File: src/rtl/ex_muldiv_ctrl.sv
// ---------------------------------------------------------------------------
// ex_muldiv_ctrl
//   Multi-cycle multiply/divide unit for the EX stage of a RV32M pipeline.
//   A radix-2 shift-add multiplier and a restoring divider share one FSM
//   (IDLE -> MUL_RUN/DIV_RUN -> DONE -> IDLE). Operands are latched as
//   magnitudes; the result sign is fixed up once the iterations are over.
//   Divide-by-zero and signed overflow finish in a single cycle.
//
// Ports
//   clk, rst_n          : clock, asynchronous active-low reset
//   ex_valid            : EX stage holds a valid instruction
//   ex_is_mul_inst      : instruction is MUL/MULH/MULHSU/MULHU
//   ex_is_div_inst      : instruction is DIV/DIVU/REM/REMU
//   ex_md_op            : funct3[1:0] selecting the variant
//   ex_rs1/rs2_data     : operands, sampled only on start
//   mem_allowin         : MEM accepts the finished instruction
//   ex_flush            : kill the in-flight instruction
//   ex_mul/div_done     : result valid, held until the instruction leaves
//   ex_md_res           : result, zero outside DONE
//   md_busy             : FSM not in IDLE
// ---------------------------------------------------------------------------
module ex_muldiv_ctrl #(
   parameter int XLEN = 32
) (
   input  logic            clk,
   input  logic            rst_n,
   input  logic            ex_valid,
   input  logic            ex_is_mul_inst,
   input  logic            ex_is_div_inst,
   input  logic [1:0]      ex_md_op,
   input  logic [XLEN-1:0] ex_rs1_data,
   input  logic [XLEN-1:0] ex_rs2_data,
   input  logic            mem_allowin,
   input  logic            ex_flush,
   output logic            ex_mul_done,
   output logic            ex_div_done,
   output logic [XLEN-1:0] ex_md_res,
   output logic            md_busy
);

   typedef enum logic [1:0] {IDLE, MUL_RUN, DIV_RUN, DONE} state_t;

   state_t            state_q, state_d;
   logic [5:0]        cnt_q, cnt_d;
   logic [2*XLEN-1:0] prod_q, prod_d;
   logic [XLEN-1:0]   quo_q, quo_d;
   logic [XLEN-1:0]   rem_q, rem_d;
   logic [XLEN-1:0]   b_q, b_d;
   logic [1:0]        op_q, op_d;
   logic              is_mul_q, is_mul_d;
   logic              neg_q, neg_d;
   logic              mul_done_q, mul_done_d;
   logic              div_done_q, div_done_d;
   logic [XLEN-1:0]   res_q, res_d;

   // operand decode (mul wins when both instruction flags are set)
   logic            mul_sel, s1_signed, s2_signed, neg1, neg2;
   logic            start, div_zero, div_ovf;
   logic [XLEN-1:0] a_mag, b_mag;
   logic [XLEN:0]   mul_sum;
   logic [XLEN+1:0] div_diff;
   logic [2*XLEN-1:0] prod_fix;
   logic [XLEN-1:0] quo_fix, rem_fix;

   assign mul_sel   = ex_is_mul_inst;
   assign s1_signed = mul_sel ? (ex_md_op == 2'b01 || ex_md_op == 2'b10) : ~ex_md_op[0];
   assign s2_signed = mul_sel ? (ex_md_op == 2'b01) : ~ex_md_op[0];
   assign neg1      = s1_signed & ex_rs1_data[XLEN-1];
   assign neg2      = s2_signed & ex_rs2_data[XLEN-1];
   assign a_mag     = neg1 ? (~ex_rs1_data + 1'b1) : ex_rs1_data;
   assign b_mag     = neg2 ? (~ex_rs2_data + 1'b1) : ex_rs2_data;
   assign start     = (state_q == IDLE) & ex_valid & (ex_is_mul_inst | ex_is_div_inst) & ~ex_flush;
   assign div_zero  = (ex_rs2_data == '0);
   assign div_ovf   = ~ex_md_op[0] & (ex_rs1_data == {1'b1, {(XLEN-1){1'b0}}}) & (ex_rs2_data == '1);

   // one shift-add step: conditionally add multiplicand to the upper half,
   // then shift the whole product right; the carry lands in bit 63
   assign mul_sum  = {1'b0, prod_q[2*XLEN-1:XLEN]} + (prod_q[0] ? {1'b0, b_q} : '0);
   // one restoring step: trial-subtract divisor from {rem, next dividend bit}
   assign div_diff = {1'b0, rem_q, quo_q[XLEN-1]} - {2'b00, b_q};

   always_comb begin
      state_d  = state_q;
      cnt_d    = cnt_q;
      prod_d   = prod_q;
      quo_d    = quo_q;
      rem_d    = rem_q;
      b_d      = b_q;
      op_d     = op_q;
      is_mul_d = is_mul_q;
      neg_d    = neg_q;
      case (state_q)
         IDLE: begin
            if (start) begin
               op_d     = ex_md_op;
               is_mul_d = mul_sel;
               b_d      = b_mag;
               cnt_d    = '0;
               if (mul_sel) begin
                  prod_d  = {{XLEN{1'b0}}, a_mag};
                  neg_d   = neg1 ^ neg2;
                  state_d = MUL_RUN;
               end else if (div_zero) begin
                  // results are final as stored: no sign fixup
                  quo_d   = '1;
                  rem_d   = ex_rs1_data;
                  neg_d   = 1'b0;
                  state_d = DONE;
               end else if (div_ovf) begin
                  quo_d   = {1'b1, {(XLEN-1){1'b0}}};
                  rem_d   = '0;
                  neg_d   = 1'b0;
                  state_d = DONE;
               end else begin
                  quo_d   = a_mag;
                  rem_d   = '0;
                  // remainder takes the dividend's sign
                  neg_d   = ex_md_op[1] ? neg1 : (neg1 ^ neg2);
                  state_d = DIV_RUN;
               end
            end
         end
         MUL_RUN: begin
            prod_d = {mul_sum, prod_q[XLEN-1:1]};
            cnt_d  = cnt_q + 6'd1;
            if (cnt_q == 6'(XLEN-1)) begin
               cnt_d   = '0;
               state_d = DONE;
            end
         end
         DIV_RUN: begin
            if (!div_diff[XLEN+1]) begin
               rem_d = div_diff[XLEN-1:0];
               quo_d = {quo_q[XLEN-2:0], 1'b1};
            end else begin
               rem_d = {rem_q[XLEN-2:0], quo_q[XLEN-1]};
               quo_d = {quo_q[XLEN-2:0], 1'b0};
            end
            cnt_d = cnt_q + 6'd1;
            if (cnt_q == 6'(XLEN-1)) begin
               cnt_d   = '0;
               state_d = DONE;
            end
         end
         DONE: begin
            if (mem_allowin) state_d = IDLE;
         end
         default: state_d = IDLE;
      endcase
      if (ex_flush) state_d = IDLE;
   end

   // Outputs are registered: computed from the next datapath values so they
   // are valid in the first DONE cycle and stay stable while DONE is held.
   assign prod_fix = neg_d ? (~prod_d + 1'b1) : prod_d;
   assign quo_fix  = neg_d ? (~quo_d + 1'b1) : quo_d;
   assign rem_fix  = neg_d ? (~rem_d + 1'b1) : rem_d;

   always_comb begin
      mul_done_d = 1'b0;
      div_done_d = 1'b0;
      res_d      = '0;
      if (state_d == DONE) begin
         mul_done_d = is_mul_d;
         div_done_d = ~is_mul_d;
         if (is_mul_d)
            res_d = (op_d == 2'b00) ? prod_fix[XLEN-1:0] : prod_fix[2*XLEN-1:XLEN];
         else
            res_d = op_d[1] ? rem_fix : quo_fix;
      end
   end

   always_ff @(posedge clk or negedge rst_n) begin
      if (!rst_n) begin
         state_q    <= IDLE;
         cnt_q      <= '0;
         prod_q     <= '0;
         quo_q      <= '0;
         rem_q      <= '0;
         b_q        <= '0;
         op_q       <= '0;
         is_mul_q   <= 1'b0;
         neg_q      <= 1'b0;
         mul_done_q <= 1'b0;
         div_done_q <= 1'b0;
         res_q      <= '0;
      end else begin
         state_q    <= state_d;
         cnt_q      <= cnt_d;
         prod_q     <= prod_d;
         quo_q      <= quo_d;
         rem_q      <= rem_d;
         b_q        <= b_d;
         op_q       <= op_d;
         is_mul_q   <= is_mul_d;
         neg_q      <= neg_d;
         mul_done_q <= mul_done_d;
         div_done_q <= div_done_d;
         res_q      <= res_d;
      end
   end

   assign ex_mul_done = mul_done_q;
   assign ex_div_done = div_done_q;
   assign ex_md_res   = res_q;
   assign md_busy     = (state_q != IDLE);

endmodule

File: config.mk
export PLATFORM = sky130hd
export DESIGN_NAME = ex_muldiv_ctrl
export DESIGN_NICKNAME = d
export VERILOG_FILES = /design/src/rtl/ex_muldiv_ctrl.sv
export SDC_FILE = /design/constraint.sdc
export NUM_CORES = 1
export LEC_CHECK = 0
export CAP_MARGIN = 15
export CORE_ASPECT_RATIO = 1.25
export CORE_MARGIN = 4
export CORE_UTILIZATION = 50
export CTS_BUF_LIST = sky130_fd_sc_hd__clkbuf_8 sky130_fd_sc_hd__clkbuf_16
export DETAILED_ROUTE_END_ITERATION = 10
export PLACE_DENSITY = 0.8
export SLEW_MARGIN = 20
export SYNTH_ARGS = -nofsm -noshare
export SYNTH_HDL_FRONTEND = slang
export SYNTH_SLANG_ARGS = --single-unit
File: constraint.sdc
create_clock -name clk -period 6.4 [get_ports clk]
set_input_delay 0.96 -clock clk [delete_from_list [all_inputs] [get_ports clk]]
set_output_delay 0.96 -clock clk [all_outputs]
set_load 0.02 [all_outputs]
[Word level (Yosys, flattened, before mapping)]
Index checks and enable logic that the tools add are counted.
Storage, ports and cells
  input port bits: 73
  logic and storage cells: 105
  register bits after elaboration: 206
  output and inout bits: 35
Operators by class
  bitwise gates (word level): 17
  reductions and logical operators: 9
  equal/unequal tests: 10
  $add $sub $neg: 8
  mux-type cells: 49
Operators by type and width (count)
  $mux W32: 17
  $mux W64: 3
  $add A32 B1 Y32 const B: 4
  $not A32 Y32: 4
  $pmux W32 S2: 2
  $pmux W64 S2: 1
  $add A64 B1 Y64 const B: 1
  $eq A32 B32 Y1 const B: 2
  $not A64 Y64: 1
  $sub A33 B32 Y34: 1
  $add A32 B32 Y33: 1
  $logic_not A32 Y1: 1
  $mux W1: 15
  $mux W2: 7
  $mux W6: 2
  $pmux W6 S2: 1
  $eq A2 B2 Y1 const B: 4
  $and A1 B1 Y1: 7
  $add A6 B1 Y6 const B: 1
  $eq A6 B5 Y1 const B: 1
  $pmux W2 S3: 1
  $eq A2 B1 Y1 const B: 2
  $logic_not A2 Y1: 2
  $reduce_and A2 Y1: 2
  7 further kinds: 10

[Logic depth before layout (Yosys ltp)]
  word-level depth: 16
  depth in mapped cells: 22
  depth with buffers taken out: 19

[Worst setup path before layout]
Ideal clock, no wire load.
  path type: register to register
  start point: reg prod_q[0]
  end point: reg res_q[26] (netlist: ex_md_res[26])
  arrival time: 4.651 ns
  buffers on the path: 1
  setup time: 0.139 ns
  setup slack: 1.610 ns
  period minus slack after synthesis: 4.790 ns
  data required time: 6.261 ns
  cell stages (with the launch flop): 18
  cells stage by stage: dfrtp_1 clkbuf_1 and2_1 ha_1 inv_1 fa_1 nor2b_1 o211ai_1 a211oi_1 o21ai_0 a311o_1 or4_1 or4_1 nor3_2 a31oi_1 xnor2_1 nor2_1 or4_1
On the way
  word-level cells in the longest chain between the ends: 9
  elaborated cells on any way between the ends: 11
  classes of those cells: add/sub: 2; mux: 8; bitwise: 1
RTL lines
  start: declaration: RTL line 45  | logic [2*XLEN-1:0] prod_q, prod_d;
  start signal: assignment: RTL line 190  | prod_q <= prod_d;
  $mux W32 or $mux W64 (tied branches): RTL line 78, 99
  $add A32 B32 Y33 or $mux W64 (tied branches): RTL line 78, 94
  $pmux W64 S2 (*): RTL line 92  | case (state_q)
  $not A64 Y64: RTL line 155  | assign prod_fix = neg_d ? (~prod_d + 1'b1) : prod_d;
  $add A64 B1 Y64: RTL line 155
  $mux W64 (*): RTL line 155
  $mux W32 (*): RTL line 167  | res_d = (op_d == 2'b00) ? prod_fix[XLEN-1:0] : prod_fix[2*XLEN-1:XLEN];
  $mux W32 (*): RTL line 166  | if (is_mul_d)
  $mux W32 (*): RTL line 163  | if (state_d == DONE) begin
  net res_d[26]: RTL line 54  | logic [XLEN-1:0] res_q, res_d;
  end signal: assignment: RTL line 199  | res_q <= res_d;
  end: declaration: RTL line 54
The timed path passes the listed nets; every way through them passes the cells marked *.
A chain may end at the register's enable or synchronous reset.

[Worst setup path after layout]
  start point: reg b_q[26]
  end point: reg res_q[29] (netlist: ex_md_res[29])
On the way
  word-level cells in the longest chain between the ends: 9
  elaborated cells on any way between the ends: 21
  classes of those cells: add/sub: 5; mux: 13; bitwise: 3
RTL lines
  start: declaration: RTL line 48  | logic [XLEN-1:0] b_q, b_d;
  start signal: assignment: RTL line 180  | b_q <= '0;
  start signal: assignment: RTL line 193  | b_q <= b_d;
  $mux W32 or $sub A33 B32 Y34 (tied branches): RTL line 78, 80
  $add A32 B32 Y33 (tied with other cells): RTL line 78  | assign mul_sum = {1'b0, prod_q[2*XLEN-1:XLEN]} + (prod_q[0] ? {1'b0, b_q} : '0);
  $pmux W64 S2 or $pmux W32 S2 (tied branches): RTL line 92
  $not A64 Y64 (tied with other cells): RTL line 155
  $add A64 B1 Y64 (tied with other cells): RTL line 155
  $mux W64 (tied with other cells): RTL line 155
  $mux W32, on equally long branches: RTL line 167, 169
  $mux W32 (*): RTL line 166
  $mux W32 (*): RTL line 163
  net res_d[29]: RTL line 54
Marks and branches as above.

==> results.txt <==
The run finished with clean final reports. The cell count after synthesis is 2419. The maximum operating frequency is 167 MHz. The maximum vdd ir drop came out at 0.446 mV. The launching element type of the critical path is a register.

The longest clock path from root to sink contains 3 buffers. The final critical-path share of the clock period came out at a little over 90%. In the layout the commonest cells are 219 x nand2_1, 207 x o21ai_0, 206 x dfrtp_1. The critical path is of the register to register type. Setup repair after global routing left no endpoint under its margin. The max-capacitance violation count came out at 0. The clock tree from TritonCTS is yes. The count of buffers from port buffering came out at 107. For this run, the number of Yosys warnings is 0.

For the worst-skew pair, the clock arrives at the later sink with an insertion delay of 560 ps. 108 I/O pins were placed. The switching component of the power is around 6.7 mW. The post-detailed-route via-to-cell ratio came out at about 7. The worst max-slew margin expressed relative to the limit came out at around a third. Across the whole layout, storage elements account for around 5200 sq um. Net switching is 54.6% of the power.

The share of flip-flops with an asynchronous set or reset is 100%. The total negative slack came out at 0 ps. Yosys attributes the largest share of cell area to dfrtp_1 27%, o21ai_0 5.5%, xnor2_1 5.3%. The clock slew at the register clock pins of the worst setup and hold paths is 60 ps. In this run the number of H-tree levels came out at 1. The final route contains about 21000 vias. Routability-driven placement finished with a final weighted congestion of 1.08. The critical path data arrival time came out at 6370 ps. The leakage power figure is just over 9 nW. The average cell area after synthesis came out at 7.85 sq um. For this run, the slowest stage of the critical path takes 740 ps.

The region available for standard cell placement spans 37400 sq um. The buffering stage count on the worst path with inverters included came out at 1. The clock network is responsible for 12.4% of the overall power. The count of nets left with antenna violations once routing finished came out at 0.

The worst-margin pin slew is between 900 and 1000 ps. The worst reg-to-reg setup slack is 430 ps. The worst clock skew is 16.8 ps. The number of filler cells placed in the layout is 3418. Leaving out fill and tap cells, the most frequent cell in the layout is nand2_1. Synthesis instantiated 103 different standard cells from the library. In this run the cell area of the synthesized design comes to 19000 sq um.

Buffers added to address setup during post-CTS repair amount to 0. The number of iterations in the first detailed-routing pass is 6. The number of antenna violations at the first check in global routing was 1. The initial DRC count came out at 2695.

The endpoint of the lowest-slack register-to-register path is ex_md_res[29]. In this run, CTS created clock tree buffers numbering 25. The reg-to-reg startpoint is b_q[26]. The die height is 226 um.

The net count after synthesis is 2570. The min-delay analysis places its worst path in the category primary input to async pin. The core occupancy in the finished layout came out at 59.0%. The share of synthesized area occupied by flip-flops and latches came out at 27.1%. Global routing used 6.36% of the available met3 tracks. The via count of the first global-routing pass is 20251. The count of flip-flops with a built-in enable after synthesis came out at 0. The design draws 12.3 mW. The final count of hold timing violations was 0.

STA puts the critical path data required time at 6800 ps. The area share of the largest cell type after synthesis came out at 27.1%. The combinational share of power came out at 68.6%.

The standard-cell row count is 79. STA classifies the critical path endpoint as a register. Traced cell by cell, the critical path runs through inv_1 -> ha_1 -> a21o_1 -> a31oi_1 -> a2bb2oi_1 -> and2_1 -> a21oi_2 -> a221oi_1 -> nand2_1 -> or4_1 -> nor3_1 -> nand3_1 -> o2bb2ai_1 -> a311oi_1. The overall routed net length is 89900 um. The largest driver fanout on the critical path is 8. In the final layout, the multi-input gates occupy 12900 sq um. For this design, the slowest cell found on the critical path is a221oi_1. In this run, flip-flops and latches consume 19.0% of the power. Dividing the detail-routed wire length by the instance count gives 29.5 um. For this design the ratio of total power to cell area is 560 nW/um^2.

In the global route stage, met2 resource usage came out at 68.2%. The wire length of the first global-routing pass is around 130000 um. For this design, the CTS-stage hold fixing added 0 buffers.

The tree is rooted in a clkbuf_16. The die covers 41200 sq um. The post-route DRC violation count is 0. The post-route netlist has a little under a tenth of its cells at a drive strength greater than 1. Setup violations remaining at the end of the flow were counted as 0. CTS saw 206 sinks.

The wire-length estimate of the detail-placed layout is 71400 um. The internal power of the cells totals around 5.6 mW. The die span in x is approximately 180 um. After global routing, the most crowded layer is met2.

The max-slew violation count was 0. The aggregate global routing overflow is 0. The maximum number of pins on one net before global-route repair is 113. The net total in the final layout came out at between 2000 and 3000. The combined global-route utilization of all metal layers came out at 42.4%. Summed over all instances, the cell type with the most area after synthesis is dfrtp_1. The number of resized instances in the post-cts repair step is 0. The area growth from synthesis to layout is 16.1%. The repair_antennas step left the layout with diodes totalling 0. The cell family contributing the most delay on the critical path is compound AO/OA/AOI/OAI gates. Counting buffers and inverters, the worst setup path is 14 cells deep.

The initial utilization of the core area, before any placement, comes to 50.9%. The depth of the most critical reg-to-reg path came out at 14. The register bit total from synthesis came out at 206.

The most used flip-flop cell after synthesis is dfrtp_1. The minimum clock period came out at 5970 ps. The met1 usage in global routing came out at 51.8%.
[routing by layer]
metal	wire length, um	vias to the layer above
li1	-	9328
met1	32500	10216
met2	40600	1506
met3	8320	350
met4	8550	2
met5	13	-
[Yosys cell counts (all sizes together) (20+ instances only)]
library cell / instances
a22oi: 59
xor2: 76
or3: 33
or4: 27
dfrtp: 206
nor2: 168
o31ai: 35
a31oi: 51
and3: 24
buf: 27
clkbuf: 111
a21o: 30
o21a: 20
xnor2: 114
nand3: 45
a21oi: 148
o211ai: 42
nor4: 36
a221oi: 24
and2: 51
a211oi: 42
nor3: 86
ha: 76
nand2: 220
inv: 116
a22o: 24
o21ai: 226
nand4: 46
[power by group through the flow]
stage | Clock (mW) | Combinational [mW] | Sequential, mW
after floorplan | 0 | 5.27 | 2.10
after global placement | 0 | 8.09 | 2.32
after detailed placement | 0 | 8.16 | 2.33
after CTS | 1.52 | 8.21 | 2.31
after global routing | 1.58 | 9.01 | 2.37
final | 1.53 | 8.47 | 2.34
[how the worst max path moves through the flow]
stage / endpoint / slack, ps / from
floorplan: ex_md_res[26] / 1610 / prod_q[0]
global placement: ex_md_res[30] / 270 / ex_rs1_data[7]
detailed placement: ex_md_res[30] / 270 / ex_rs1_data[7]
CTS: ex_md_res[29] / 670 / b_q[25]
global route: ex_md_res[29] / 230 / b_q[25]
finish: ex_md_res[29] / 430 / b_q[26]
[final cells by class]
type                    count  area share [%]
clock inverters            15           0.743
well taps                 486            2.76
multi-input cells        1958            58.3
flip-flops and latches    206            23.4
repair buffers            241            9.66
inverters                 117            1.99
clock buffers              30            3.15
[through the flow]
step                      std cells  hold slack, ps  setup WS, ps  cell area [sq um]
final                          3053             460           429              22100
after global routing           3053             530           235              22100
after CTS                      3053             496           670              22100
after detailed placement       3008             485           270              21200
after global placement         3008             465           271              21200
after floorplan                2419             446          1610              19000
[cell families after synthesis]
group	count (synthesis)	synth area share, %
flops	206	27.1
xor+xnor	190	8.76
mux	23	1.24
buf+inv	255	5.38
compound gates	860	30.4
fa+ha+maj	78	5.22
simple gates	807	21.9
[worst reg2reg max path: cells and delay by family, from the launching register on]
kind	cells	cell delay, ps
buffers and inverters	1	140
adder cells (fa/ha/maj)	1	380
flip-flops	1	530
AO/OA/AOI/OAI	7	2850
AND/OR/NAND/NOR	5	1930
[state kept, by name, indices dropped and copies added, names as in the netlist]
| register | cells |
|---|---|
| b_q | 32 |
| rem_q | 32 |
| quo_q | 32 |
| prod_q | 64 |
| is_mul_q | 1 |
| state_q | 2 |
| op_q | 2 |
| neg_q | 1 |
| ex_md_res | 32 |
| ex_mul_done | 1 |
| cnt_q | 6 |
| ex_div_done | 1 |
(Power assumes the default switching activity.)
